<file path="src/rtl/wb_unit.sv">
// wb_unit: writeback stage owning the register file's single write port.
//
// Merges single-cycle ALU results with in-order load responses. Loads are
// announced at issue time into a small FIFO ({rd, funct3, offset}); when the
// memory word for the oldest load arrives it is byte/halfword extracted,
// sign/zero extended, and parked in a one-entry hold register (L) until the
// write port is free. ALU writes always win the port; L waits behind them.
//
// Ports:
//   clk, reset                      clock, asynchronous active-high reset
//   alu_valid/alu_rd/alu_data       ALU result (never stalled)
//   ld_issue/ld_rd/ld_funct3/
//   ld_offset, ld_ready             load announcement and queue-space flag
//   mem_resp_valid/mem_resp_data,
//   mem_resp_ready                  memory response handshake (oldest load)
//   write_enable/w_addr/w_data      registered register-file write port
//   pending                         registers with an unfinished load write
module wb_unit #(
    parameter int LQ_DEPTH = 4
) (
    input  logic        clk,
    input  logic        reset,
    input  logic        alu_valid,
    input  logic [4:0]  alu_rd,
    input  logic [31:0] alu_data,
    input  logic        ld_issue,
    input  logic [4:0]  ld_rd,
    input  logic [2:0]  ld_funct3,
    input  logic [1:0]  ld_offset,
    output logic        ld_ready,
    input  logic        mem_resp_valid,
    input  logic [31:0] mem_resp_data,
    output logic        mem_resp_ready,
    output logic        write_enable,
    output logic [4:0]  w_addr,
    output logic [31:0] w_data,
    output logic [31:0] pending
);
    localparam int PTR_W = $clog2(LQ_DEPTH);
    localparam int CNT_W = PTR_W + 1;

    typedef struct packed {
        logic [4:0] rd;
        logic [2:0] funct3;
        logic [1:0] offset;
    } lq_entry_t;

    lq_entry_t        lq_mem_q [LQ_DEPTH];
    lq_entry_t        lq_mem_d [LQ_DEPTH];
    logic [PTR_W-1:0] rd_ptr_q, rd_ptr_d;
    logic [PTR_W-1:0] wr_ptr_q, wr_ptr_d;
    logic [CNT_W-1:0] count_q, count_d;

    logic             l_valid_q, l_valid_d;
    logic [4:0]       l_rd_q, l_rd_d;
    logic [31:0]      l_data_q, l_data_d;

    logic             we_q, we_d;
    logic [4:0]       w_addr_q, w_addr_d;
    logic [31:0]      w_data_q, w_data_d;
    logic             out_load_q, out_load_d;

    logic             alu_wr;
    logic             l_drain;
    logic             push;
    logic             pop;
    lq_entry_t        head;
    logic [31:0]      fmt_data;
    logic [31:0]      pending_vec;

    // ALU writes to x0 are dropped outright so they never hold L back.
    assign alu_wr  = alu_valid && (alu_rd != 5'd0);
    // L empties this cycle if it either wins the port or targets x0.
    assign l_drain = l_valid_q && ((l_rd_q == 5'd0) || !alu_wr);

    // Space is judged from the current count only; a same-cycle pop does not
    // open a slot for a push.
    assign ld_ready       = count_q < CNT_W'(LQ_DEPTH);
    assign mem_resp_ready = (count_q != '0) && (!l_valid_q || l_drain);
    assign push           = ld_issue && ld_ready;
    assign pop            = mem_resp_valid && mem_resp_ready;
    assign head           = lq_mem_q[rd_ptr_q];

    // Load data formatting for the head entry.
    always_comb begin
        logic [7:0]  byte_sel;
        logic [15:0] half_sel;
        // NOTE: every variable assigned in always_comb gets a value on every
        // path (default first or a full case), otherwise a latch is inferred.
        case (head.offset)
            2'd0:    byte_sel = mem_resp_data[7:0];
            2'd1:    byte_sel = mem_resp_data[15:8];
            2'd2:    byte_sel = mem_resp_data[23:16];
            default: byte_sel = mem_resp_data[31:24];
        endcase
        half_sel = head.offset[1] ? mem_resp_data[31:16] : mem_resp_data[15:0];
        case (head.funct3)
            3'b000:  fmt_data = {{24{byte_sel[7]}}, byte_sel};
            3'b001:  fmt_data = {{16{half_sel[15]}}, half_sel};
            3'b100:  fmt_data = {24'd0, byte_sel};
            3'b101:  fmt_data = {16'd0, half_sel};
            default: fmt_data = mem_resp_data;
        endcase
    end

    // Load queue next state.
    always_comb begin
        lq_mem_d = lq_mem_q;
        wr_ptr_d = wr_ptr_q;
        rd_ptr_d = rd_ptr_q;
        count_d  = count_q;
        if (push) begin
            lq_mem_d[wr_ptr_q] = '{rd: ld_rd, funct3: ld_funct3, offset: ld_offset};
            wr_ptr_d           = wr_ptr_q + 1'b1;
        end
        if (pop) begin
            rd_ptr_d = rd_ptr_q + 1'b1;
        end
        case ({push, pop})
            2'b10:   count_d = count_q + 1'b1;
            2'b01:   count_d = count_q - 1'b1;
            default: count_d = count_q;
        endcase
    end

    // Hold register and write-port arbitration.
    always_comb begin
        l_valid_d  = l_valid_q;
        l_rd_d     = l_rd_q;
        l_data_d   = l_data_q;
        we_d       = 1'b0;
        w_addr_d   = w_addr_q;
        w_data_d   = w_data_q;
        out_load_d = 1'b0;

        if (alu_wr) begin
            we_d     = 1'b1;
            w_addr_d = alu_rd;
            w_data_d = alu_data;
        end else if (l_valid_q && (l_rd_q != 5'd0)) begin
            we_d       = 1'b1;
            w_addr_d   = l_rd_q;
            w_data_d   = l_data_q;
            out_load_d = 1'b1;
        end

        // A pop is only possible when L is empty or draining, so refilling
        // here never overwrites an unwritten load.
        if (pop) begin
            l_valid_d = 1'b1;
            l_rd_d    = head.rd;
            l_data_d  = fmt_data;
        end else if (l_drain) begin
            l_valid_d = 1'b0;
        end
    end

    // Outstanding-load scoreboard: queue entries, L, and a load on the port.
    always_comb begin
        logic [PTR_W-1:0] idx;
        pending_vec = '0;
        for (int i = 0; i < LQ_DEPTH; i++) begin
            idx = rd_ptr_q + PTR_W'(i);
            if (CNT_W'(i) < count_q) begin
                pending_vec[lq_mem_q[idx].rd] = 1'b1;
            end
        end
        if (l_valid_q) begin
            pending_vec[l_rd_q] = 1'b1;
        end
        if (out_load_q) begin
            pending_vec[w_addr_q] = 1'b1;
        end
        pending_vec[0] = 1'b0;
    end

    // NOTE: queue storage is not reset; validity comes from the pointers and
    // count, so clearing the array would only add reset fan-out.
    always_ff @(posedge clk) begin
        lq_mem_q <= lq_mem_d;
    end

    // NOTE: sequential state uses non-blocking assignments so every flop
    // samples the pre-edge values regardless of statement order.
    always_ff @(posedge clk or posedge reset) begin
        if (reset) begin
            rd_ptr_q   <= '0;
            wr_ptr_q   <= '0;
            count_q    <= '0;
            l_valid_q  <= 1'b0;
            l_rd_q     <= 5'd0;
            l_data_q   <= 32'd0;
            we_q       <= 1'b0;
            w_addr_q   <= 5'd0;
            w_data_q   <= 32'd0;
            out_load_q <= 1'b0;
        end else begin
            rd_ptr_q   <= rd_ptr_d;
            wr_ptr_q   <= wr_ptr_d;
            count_q    <= count_d;
            l_valid_q  <= l_valid_d;
            l_rd_q     <= l_rd_d;
            l_data_q   <= l_data_d;
            we_q       <= we_d;
            w_addr_q   <= w_addr_d;
            w_data_q   <= w_data_d;
            out_load_q <= out_load_d;
        end
    end

    assign write_enable = we_q;
    assign w_addr       = w_addr_q;
    assign w_data       = w_data_q;
    assign pending      = pending_vec;

endmodule
</file>
<file path="config.mk">
export PLATFORM = sky130hd
export DESIGN_NAME = wb_unit
export DESIGN_NICKNAME = d
export VERILOG_FILES = /design/src/rtl/wb_unit.sv
export SDC_FILE = /design/constraint.sdc
export NUM_CORES = 1
export LEC_CHECK = 0
export ABC_AREA = 1
export BUFFER_PORTS_ARGS = -buffer_cell sky130_fd_sc_hd__buf_2
export CORE_MARGIN = 4
export CORE_UTILIZATION = 40
export CTS_BUF_LIST = sky130_fd_sc_hd__clkbuf_8
export DETAILED_ROUTE_END_ITERATION = 6
export PLACE_DENSITY_LB_ADDON = 0.12
export SKIP_CTS_REPAIR_TIMING = 1
export SKIP_LAST_GASP = 1
export SLEW_MARGIN = 0
export SYNTH_ARGS = -nofsm -noshare
export SYNTH_HDL_FRONTEND = slang
export SYNTH_SLANG_ARGS = --single-unit
</file>
<file path="constraint.sdc">
create_clock -name clk -period 3.04 [get_ports clk]
set_input_delay 0.304 -clock clk [delete_from_list [all_inputs] [get_ports clk]]
set_output_delay 0.304 -clock clk [all_outputs]
set_load 0.05 [all_outputs]
</file>
==> metrics.txt, run 1 <==
Least-Margin Pin Slew ~710 ps; Worst Skew 21.4 ps; mean routed wirelength per cell ~16 microns; vias in the first global route 7718; syn avg cell area a little under 7 sq um; cell area after layout 9960 sq um; reg2reg end l_data_q[22]$_DFFE_PP0P_; first-pass GRT wire length 42700 microns; Final Hold Fails 0; Die Wd 154 microns; Clock Tree Buf Depth 2; Worst-Skew Late Latency around 450 ps; I/O pin total 156; Yosys top cell area share 0.248; status complete, no violations; clock slew at reported path FFs 100 ps; Initial Utilization 0.405; top cells by area, synth dfrtp_1 25%, nor2_1 14%, edfxtp_1 14%; Final Cycle Share 0.963; CP arrival 2620 ps; Final nets ~1500; Overall Power 12.7 mW; critical path's top delay family simple AND/OR/NAND/NOR gates; CTS Buf Count 17; share of cells above drive strength 1 0.194; Final HPWL DP between 20000 and 25000 microns; Rel. slew slack 0.530; CP Max Fanout 48; commonest non-fill, non-tap cell in the layout nor2_1; post-route setup TNS 0 ps; WL final 27500 microns; post-synthesis cell count 1250; die height around 150 microns; Die ar. approximately 24000 sq um; critical-path cell list buf_12 -> o21ai_1 -> inv_1 -> o21ai_2 -> nand3_1 -> nor2_1 -> nor2_1 -> nand3_1 -> buf_2; CTS sink cnt about 120; gr usage total 0.225; Yosys top cell by area dfrtp_1; sequential area share after synthesis 0.389; post-placement cell area 9450 sq um; DR pass1 iterations 6; initial antenna violation count 0; Synthesis Warnings 0; CTS tree done; H-Tree Depth 4; Bufs and invs on worst path 3; endpoints failing setup 0; Crit Path Class flop to primary output; Syn-to-layout area delta 17.5%; Via Count 8515; Worst Hold End w_data[30]$_DFFE_PP0P_; Static Leakage 4.87 nW; startpoint class of the critical path flop; Worst EP required roughly 2700 ps; largest net degree at the start of global routing 84; min Tclk post-route ~2900 ps; Worst VDD drop between 0.0005 and 0.0006 V; power per cell area 1280 nW/um^2; Final GP Congestion slightly below 1; Slowest-stage cell, CP dfrtp_2; DRC violations left 0; row cnt 53; core area between 20000 and 25000 sq um; commonest cells after routing, fill and taps aside 320 x nor2_1, 303 x nand2_1, 152 x buf_2; Hold Path Stages 3; Net Count, Synth 1342; Core Util, Final 0.476; Max Slew Vio Count 0; root buf cell clkbuf_8; R2R Setup Slk 470 ps; Buffers on Ports ~150; FF-to-FF Start rd_ptr_q[1]$_DFFE_PP0P_; flip-flop and latch count after synthesis 124; max frequency 342 MHz; Hold/Removal Path Class input pin to flop; DR iter-0 viols 777; Vias/cell roughly 5.1; max-cap violation count 0; worst r2r path cells 11; worst hold margin 71.5 ps; Mapped Area 8480 sq um; Unique masters post-synth 37; CP max stage delay approximately 470 ps; GR Overflow Total 0; post-route ant nets 0; critical path endpoint category primary output; diode count 0; hold_sp alu_data[30]
[worst max path at each step]
stage	from	end	cells past startpoint
final	rd_ptr_q[0]$_DFFE_PP0P_	pending[29]	9
after global routing	rd_ptr_q[0]$_DFFE_PP0P_	pending[23]	10
after CTS	rd_ptr_q[0]$_DFFE_PP0P_	pending[3]	10
after detailed placement	rd_ptr_q[0]$_DFFE_PP0P_	pending[3]	10
after global placement	rd_ptr_q[0]$_DFFE_PP0P_	pending[15]	10
after floorplan	reset	count_q[0]$_DFFE_PP0P_	1
[layout make-up]
| type | instances | area, sq um |
|---|---|---|
| fill | 2216 | 11000 |
| multi-input combinational | 943 | 4460 |
| sequential | 124 | 3300 |
| timing repair buffer | 169 | 916 |
| inverter | 139 | 526 |
| tap | 275 | 344 |
| clock buffer | 18 | 248 |
| clock inverter | 14 | 170 |
[synthesized netlist by cell type, drive strengths merged]
library cell,instances
o211ai,32
and2,1
nand2,318
conb,1
a21boi,16
ha,8
a21oi,16
buf,29
xnor2,2
o21a,2
inv,139
clkbuf,15
dfrtp,84
o221ai,4
o21ai,69
nor3,8
nand3,114
or2,3
edfxtp,40
nand3b,2
nor2,326
xor2,3
o22ai,8
nand4,10
[metrics by stage]
stage | cells | setup slack [ps]
CTS | 1681 | -112
detailed placement | 1649 | 386
global route | 1682 | -8.01
floorplan | 1250 | 571
finish | 1682 | 113
global placement | 1649 | 414
[layer usage]
layer | vias up | global-route usage | routed length [microns]
li1 | 4281 | - | -
met4 | 0 | 0.0635 | 522
met1 | 3826 | 0.346 | 13300
met2 | 360 | 0.317 | 11300
met5 | - | 0 | 0
met3 | 48 | 0.0493 | 2300
[cell families after synthesis]
logic type	share of synthesized area
other	0.000442
and+or+nand+nor	0.381
xor gates and xnor gates	0.00516
AOI/OAI and AO/OA	0.119
DFF	0.389
buffers and inverters	0.0938
adders and majority gates	0.0118
[power by group]
| group | switching [mW] | internal [mW] | total, mW | leakage (nW) |
|---|---|---|---|---|
| Combinational | 6.38 | 2.07 | 8.46 | 3.30 |
| Sequential | 0.368 | 2.34 | 2.71 | 1.35 |
| Clock | 0.775 | 0.784 | 1.56 | 0.215 |
| Total | 7.53 | 5.20 | 12.7 | 4.87 |
[state kept, by name (all words and copies together) (netlist names), 2 cells and up]
signal,flops
w_data,32
rd_ptr_q,2
l_rd_q,5
w_addr,5
l_data_q,32
lq_mem_q,40
wr_ptr_q,2
count_q,3
[worst reg2reg max path: stages (launching register included)]
cell and delay (ps):
dfrtp_1 440, inv_1 140, buf_4 300, nand2_1 100, nand2_2 310, inv_2 300
nand2_1 170, nor2_1 60, nand2_2 360, nand3_1 190, nand2_1 90, inv_1 40
Power figures use the tool's default switching activity.
==> run 2: changes to the inputs <==
--- a/config.mk
+++ b/config.mk
@@ -8,7 +8,7 @@
 export ABC_AREA = 1
 export BUFFER_PORTS_ARGS = -buffer_cell sky130_fd_sc_hd__buf_2
 export CORE_MARGIN = 4
-export CORE_UTILIZATION = 40
+export CORE_UTILIZATION = 43
 export CTS_BUF_LIST = sky130_fd_sc_hd__clkbuf_8
 export DETAILED_ROUTE_END_ITERATION = 6
 export PLACE_DENSITY_LB_ADDON = 0.12
==> run 2 against run 1 <==
Net effect:
- clock skew is 5.3 ps lower
- die area is 6.6% lower
- sequential share of layout area is 0.15 points lower
- register-to-register slack better by 120 ps
- sequential cell count stayed put
- critical endpoint is now pending[1]
- highest routed layer unchanged
==> metrics.txt, run 2 (synthesis gave the netlist of run 1 again) <==
status complete, no violations; min Tclk post-route 2910 ps; row cnt 51; WL final about 27000 microns; PnR worst setup slack 126 ps; critical path endpoint category primary output; commonest non-fill, non-tap cell in the layout nor2_1; CTS Buf Count 17; Final Hold Fails 0; Worst VDD drop ~0.00055 V; Hold/Removal Path Class input pin to flop; I/O pin total about 160; die height around 150 microns; post-route ant nets 0; Place WS 463 ps; Bufs and invs on worst path 2; max frequency 343 MHz; Static Leakage 4.90 nW; share of cells above drive strength 1 0.201; Overall Power between 10 and 15 mW; core area between 15000 and 20000 sq um; initial antenna violation count 0; Worst EP required around 2700 ps; Largest register FFs 40; clock slew at reported path FFs roughly 80 ps; CP max stage delay 440 ps; Final HPWL DP 20300 microns; H-Tree Depth 4; largest net degree at the start of global routing 54; Worst Hold End lq_mem_q[33]$_DFFE_PP_; Final Cycle Share 0.958; mean routed wirelength per cell ~16 microns; Final GP Congestion 0.999; cell area after layout 10000 sq um; R2R Setup Slk 590 ps; vias in the first global route ~7700; critical path's top delay family simple AND/OR/NAND/NOR gates; first-pass GRT wire length 42300 microns; Max Slew Vio Count 0; post-placement cell area roughly 9500 sq um; power per cell area 1280 nW/um^2; Crit Path Class flop to primary output; fill count 2026; commonest cells after routing, fill and taps aside 319 x nor2_1, 302 x nand2_1, 147 x buf_2; DR pass1 iterations 6; Least-Margin Pin Slew 577 ps; CTS sink cnt 124; RSZ-0062 raised after global routing yes; Worst-Skew Late Latency 440 ps; Initial Utilization 0.436; worst hold margin 77.2 ps; critical-path cell list buf_8 -> nand2_1 -> o21a_1 -> nand2_1 -> o21ai_2 -> nand3_1 -> nor2_1 -> nor2_1 -> nand3_1 -> clkbuf_4; Die ar. 22000 sq um; CP Max Fanout 15; startpoint class of the critical path flop; Hold Path Stages 1; gr usage total 0.244; max-cap violation count 0; reg2reg end l_data_q[23]$_DFFE_PP0P_; worst r2r path cells 11; GR Overflow Total 0; root buf cell clkbuf_8; Core Util, Final 0.514; Slowest-stage cell, CP dfrtp_2; Syn-to-layout area delta 18.0%; diode count 0; CP arrival 2610 ps; FF-to-FF Start rd_ptr_q[1]$_DFFE_PP0P_; Biggest register lq_mem_q; DR iter-0 viols 618; Final nets 1495; CTS tree done; Clock Tree Buf Depth 2; Buffers on Ports 154; hold_sp ld_funct3[1]; Via Count 8464; DRC violations left 0; Rel. slew slack 0.615; Vias/cell 5.04; endpoints failing setup 0; Worst Skew 16.1 ps; Die Wd 148 microns
[run 2: changes by cell type in the layout (fill, tap and decap cells not counted), sizes merged]
| cell | before | now |
|---|---|---|
| clkinvlp | 0 | 1 |
| buf | 166 | 170 |
| clkinv | 4 | 8 |
| inv | 147 | 142 |
| clkbuf | 20 | 25 |
[run 2: per-layer routing]
layer	share of wire	up-vias	global-route usage
met4	0.015	0	0.0637
li1	-	4297	-
met1	0.48	3816	0.372
met3	0.077	35	0.0442
met5	0	-	0
met2	0.43	316	0.356
[run 2: area by class of cell]
cell class | count | area (sq um) | share of cell area
clock inverters | 14 | 145 | 0.0145
clock buffers | 18 | 248 | 0.0248
repair buffers | 178 | 1010 | 0.101
inverters | 139 | 526 | 0.0525
well taps | 265 | 332 | 0.0331
flip-flops and latches | 124 | 3300 | 0.330
multi-input cells | 943 | 4440 | 0.444
[run 2: power by group]
group          leakage, nW  switching, mW  total [mW]  internal [mW]
clock network        0.205          0.691        1.44          0.752
registers             1.35          0.354        2.69           2.34
logic                 3.34           6.45        8.65           2.20
[run 2: worst max path at each step]
stage / from / endpoint / depth (start not counted)
3_3_place_gp: rd_ptr_q[0]$_DFFE_PP0P_ / pending[11] / 11
4_1_cts: rd_ptr_q[0]$_DFFE_PP0P_ / pending[9] / 11
5_1_grt: rd_ptr_q[0]$_DFFE_PP0P_ / pending[23] / 12
3_5_place_dp: rd_ptr_q[0]$_DFFE_PP0P_ / pending[9] / 11
2_1_floorplan: reset / count_q[0]$_DFFE_PP0P_ / 1
6_report: rd_ptr_q[0]$_DFFE_PP0P_ / pending[1] / 10
[run 2: through the flow]
step | instances | setup TNS [ps]
global placement | 1648 | 0
CTS | 1680 | -100
detailed placement | 1648 | 0
floorplan | 1250 | 0
global route | 1681 | -0.682
finish | 1681 | 0
==> run 3: changes to the inputs <==
--- a/config.mk
+++ b/config.mk
@@ -8,8 +8,8 @@
 export ABC_AREA = 1
 export BUFFER_PORTS_ARGS = -buffer_cell sky130_fd_sc_hd__buf_2
 export CORE_MARGIN = 4
-export CORE_UTILIZATION = 43
-export CTS_BUF_LIST = sky130_fd_sc_hd__clkbuf_8
+export CORE_UTILIZATION = 57
+export CTS_BUF_LIST = sky130_fd_sc_hd__clkbuf_8 sky130_fd_sc_hd__clkbuf_16
 export DETAILED_ROUTE_END_ITERATION = 6
 export PLACE_DENSITY_LB_ADDON = 0.12
 export SKIP_CTS_REPAIR_TIMING = 1
==> constraint.sdc (replaced) <==
create_clock -name clk -period 3.04 [get_ports clk]
set_input_delay 0.456 -clock clk [delete_from_list [all_inputs] [get_ports clk]]
set_output_delay 0.456 -clock clk [all_outputs]
set_load 0.05 [all_outputs]
==> run 3 against run 2 <==
Net effect:
- via count is 5.2% higher
- die area down 23%
- non-clock buffer count is 7 lower
- fmax shrank 1.7%
- sequential power barely moved
- global-route usage is 6.2 points higher
- clock power is 49% higher
- clock skew is 1.9 ps lower
==> metrics.txt, run 3 (synthesis gave the netlist of run 1 again) <==
GR Overflow Total 0; DR pass1 iterations 6; worst r2r path cells 12; power per cell area approximately 1300 nW/um^2; Final HPWL DP 19300 microns; share of cells above drive strength 1 0.206; CTS Buf Count 17; post-placement cell area ~9300 sq um; cell area after layout around 10000 sq um; worst hold margin ~120 ps; max frequency 337 MHz; Final Hold Fails 0; clock slew at reported path FFs 60 ps; mean routed wirelength per cell 16.6 microns; die height between 100 and 150 microns; post-route setup TNS 0 ps; CP arrival around 2500 ps; fill count roughly 1300; multi-input logic area approximately 4600 sq um; CTS sink cnt approximately 120; CP Max Fanout 29; Worst VDD drop between 0.001 and 0.0015 V; Final GP Congestion between 1 and 1.5; Worst EP required around 2600 ps; Die ar. 16900 sq um; Max Slew Vio Count 0; first-pass GRT wire length about 40000 microns; diode count 0; H-Tree Depth 4; Initial Utilization 0.584; Worst Skew 14.3 ps; status complete, no violations; startpoint class of the critical path flop; Hold/Removal Path Class input pin to asynchronous set/reset pin; Die Wd 130 microns; crit path launch rd_ptr_q[0]$_DFFE_PP0P_; Least-Margin Pin Slew a little over 700 ps; Via Count 8906; WL final 26500 microns; FF-to-FF Start rd_ptr_q[1]$_DFFE_PP0P_; DR iter-0 viols between 1000 and 1500; Syn-to-layout area delta 21.4%; vias in the first global route 7727; reg2reg end l_data_q[22]$_DFFE_PP0P_; max-cap violation count 0; initial antenna violation count 0; I/O pin total 156; R2R Setup Slk 410 ps; Final nets 1489; FF/Latch Area 3310 sq um; Clock Tree Buf Depth 2; Vias/cell 5.59; critical path endpoint category primary output; Crit Path Class flop to primary output; Biggest register lq_mem_q; Worst-Skew Late Latency 420 ps; Rel. slew slack 0.527; commonest cells after routing, fill and taps aside 319 x nor2_1, 301 x nand2_1, 134 x buf_2; CTS tree done; Final Cycle Share 0.975; commonest non-fill, non-tap cell in the layout nor2_1; largest net degree at the start of global routing 70; gr usage total 0.305; Static Leakage 5.00 nW; Buffers on Ports 154; crit path capture pending[29]; endpoints failing setup 0; post-route ant nets 0; row cnt 44; RSZ-0062 raised after global routing yes; Largest register FFs 40; core area about 15000 sq um; DRC violations left 0; min Tclk post-route 2960 ps; root buf cell clkbuf_16
[run 3: changes by cell type in the layout (fill, tap and decap cells not counted), sizes merged]
| cell | previous run | this run |
|---|---|---|
| buf | 170 | 157 |
| clkbuf | 25 | 33 |
| clkinv | 8 | 3 |
| clkinvlp | 1 | 0 |
| dlygate4sd3 | 1 | 0 |
| inv | 142 | 147 |
| nand2 | 318 | 319 |
[run 3: layout make-up]
class	count	area share
multi-input cells	944	0.449
flip-flops and latches	124	0.321
repair buffers	171	0.0957
inverters	139	0.0510
clock buffers	19	0.0451
well taps	184	0.0223
clock inverters	13	0.0159
[run 3: metal layers]
metal / global-route usage / up-vias / wire length [microns]
met4: 0.0776 / 0 / 471
met3: 0.0675 / 57 / 2580
met5: 0 / - / 0
li1: - / 4308 / -
met2: 0.453 / 464 / 11800
met1: 0.456 / 4077 / 11600
[run 3: worst min path at each step]
stage                          endpoint  slack [ps]  depth (start not counted)
2_1_floorplan  l_data_q[16]$_DFFE_PP0P_         500                          4
3_3_place_gp     w_data[10]$_DFFE_PP0P_         490                          2
3_5_place_dp      w_data[1]$_DFFE_PP0P_         500                          2
4_1_cts          w_data[24]$_DFFE_PP0P_         140                          2
5_1_grt          w_data[24]$_DFFE_PP0P_         160                          2
6_report       l_data_q[26]$_DFFE_PP0P_         120                          2
[run 3: metrics by stage]
stage               instances   util  power [mW]  setup slack [ps]
floorplan                1250      -        8.98               419
global placement         1560  0.643        10.7               364
detailed placement       1560  0.643        10.9               309
CTS                      1592  0.686        13.0              -135
global route             1594  0.709        14.6             -59.7
finish                   1594  0.709        13.8              76.5
[run 3: report_power, final]
group | switching, mW | total [mW] | internal, mW
Sequential | 0.377 | 2.72 | 2.35
Clock | 0.824 | 2.14 | 1.31
Combinational | 6.61 | 8.92 | 2.31
Total | 7.81 | 13.8 | 5.97
[run 3: critical path: stages, from the launching register on]
cell and delay (ps):
dfrtp_2 460, buf_12 180, nand2_4 150, nand2_8 100
inv_2 140, nand2_1 70, nand2_1 210, nand3_1 200
nor2_1 150, nor2_1 60, nand3_1 90, buf_2 270
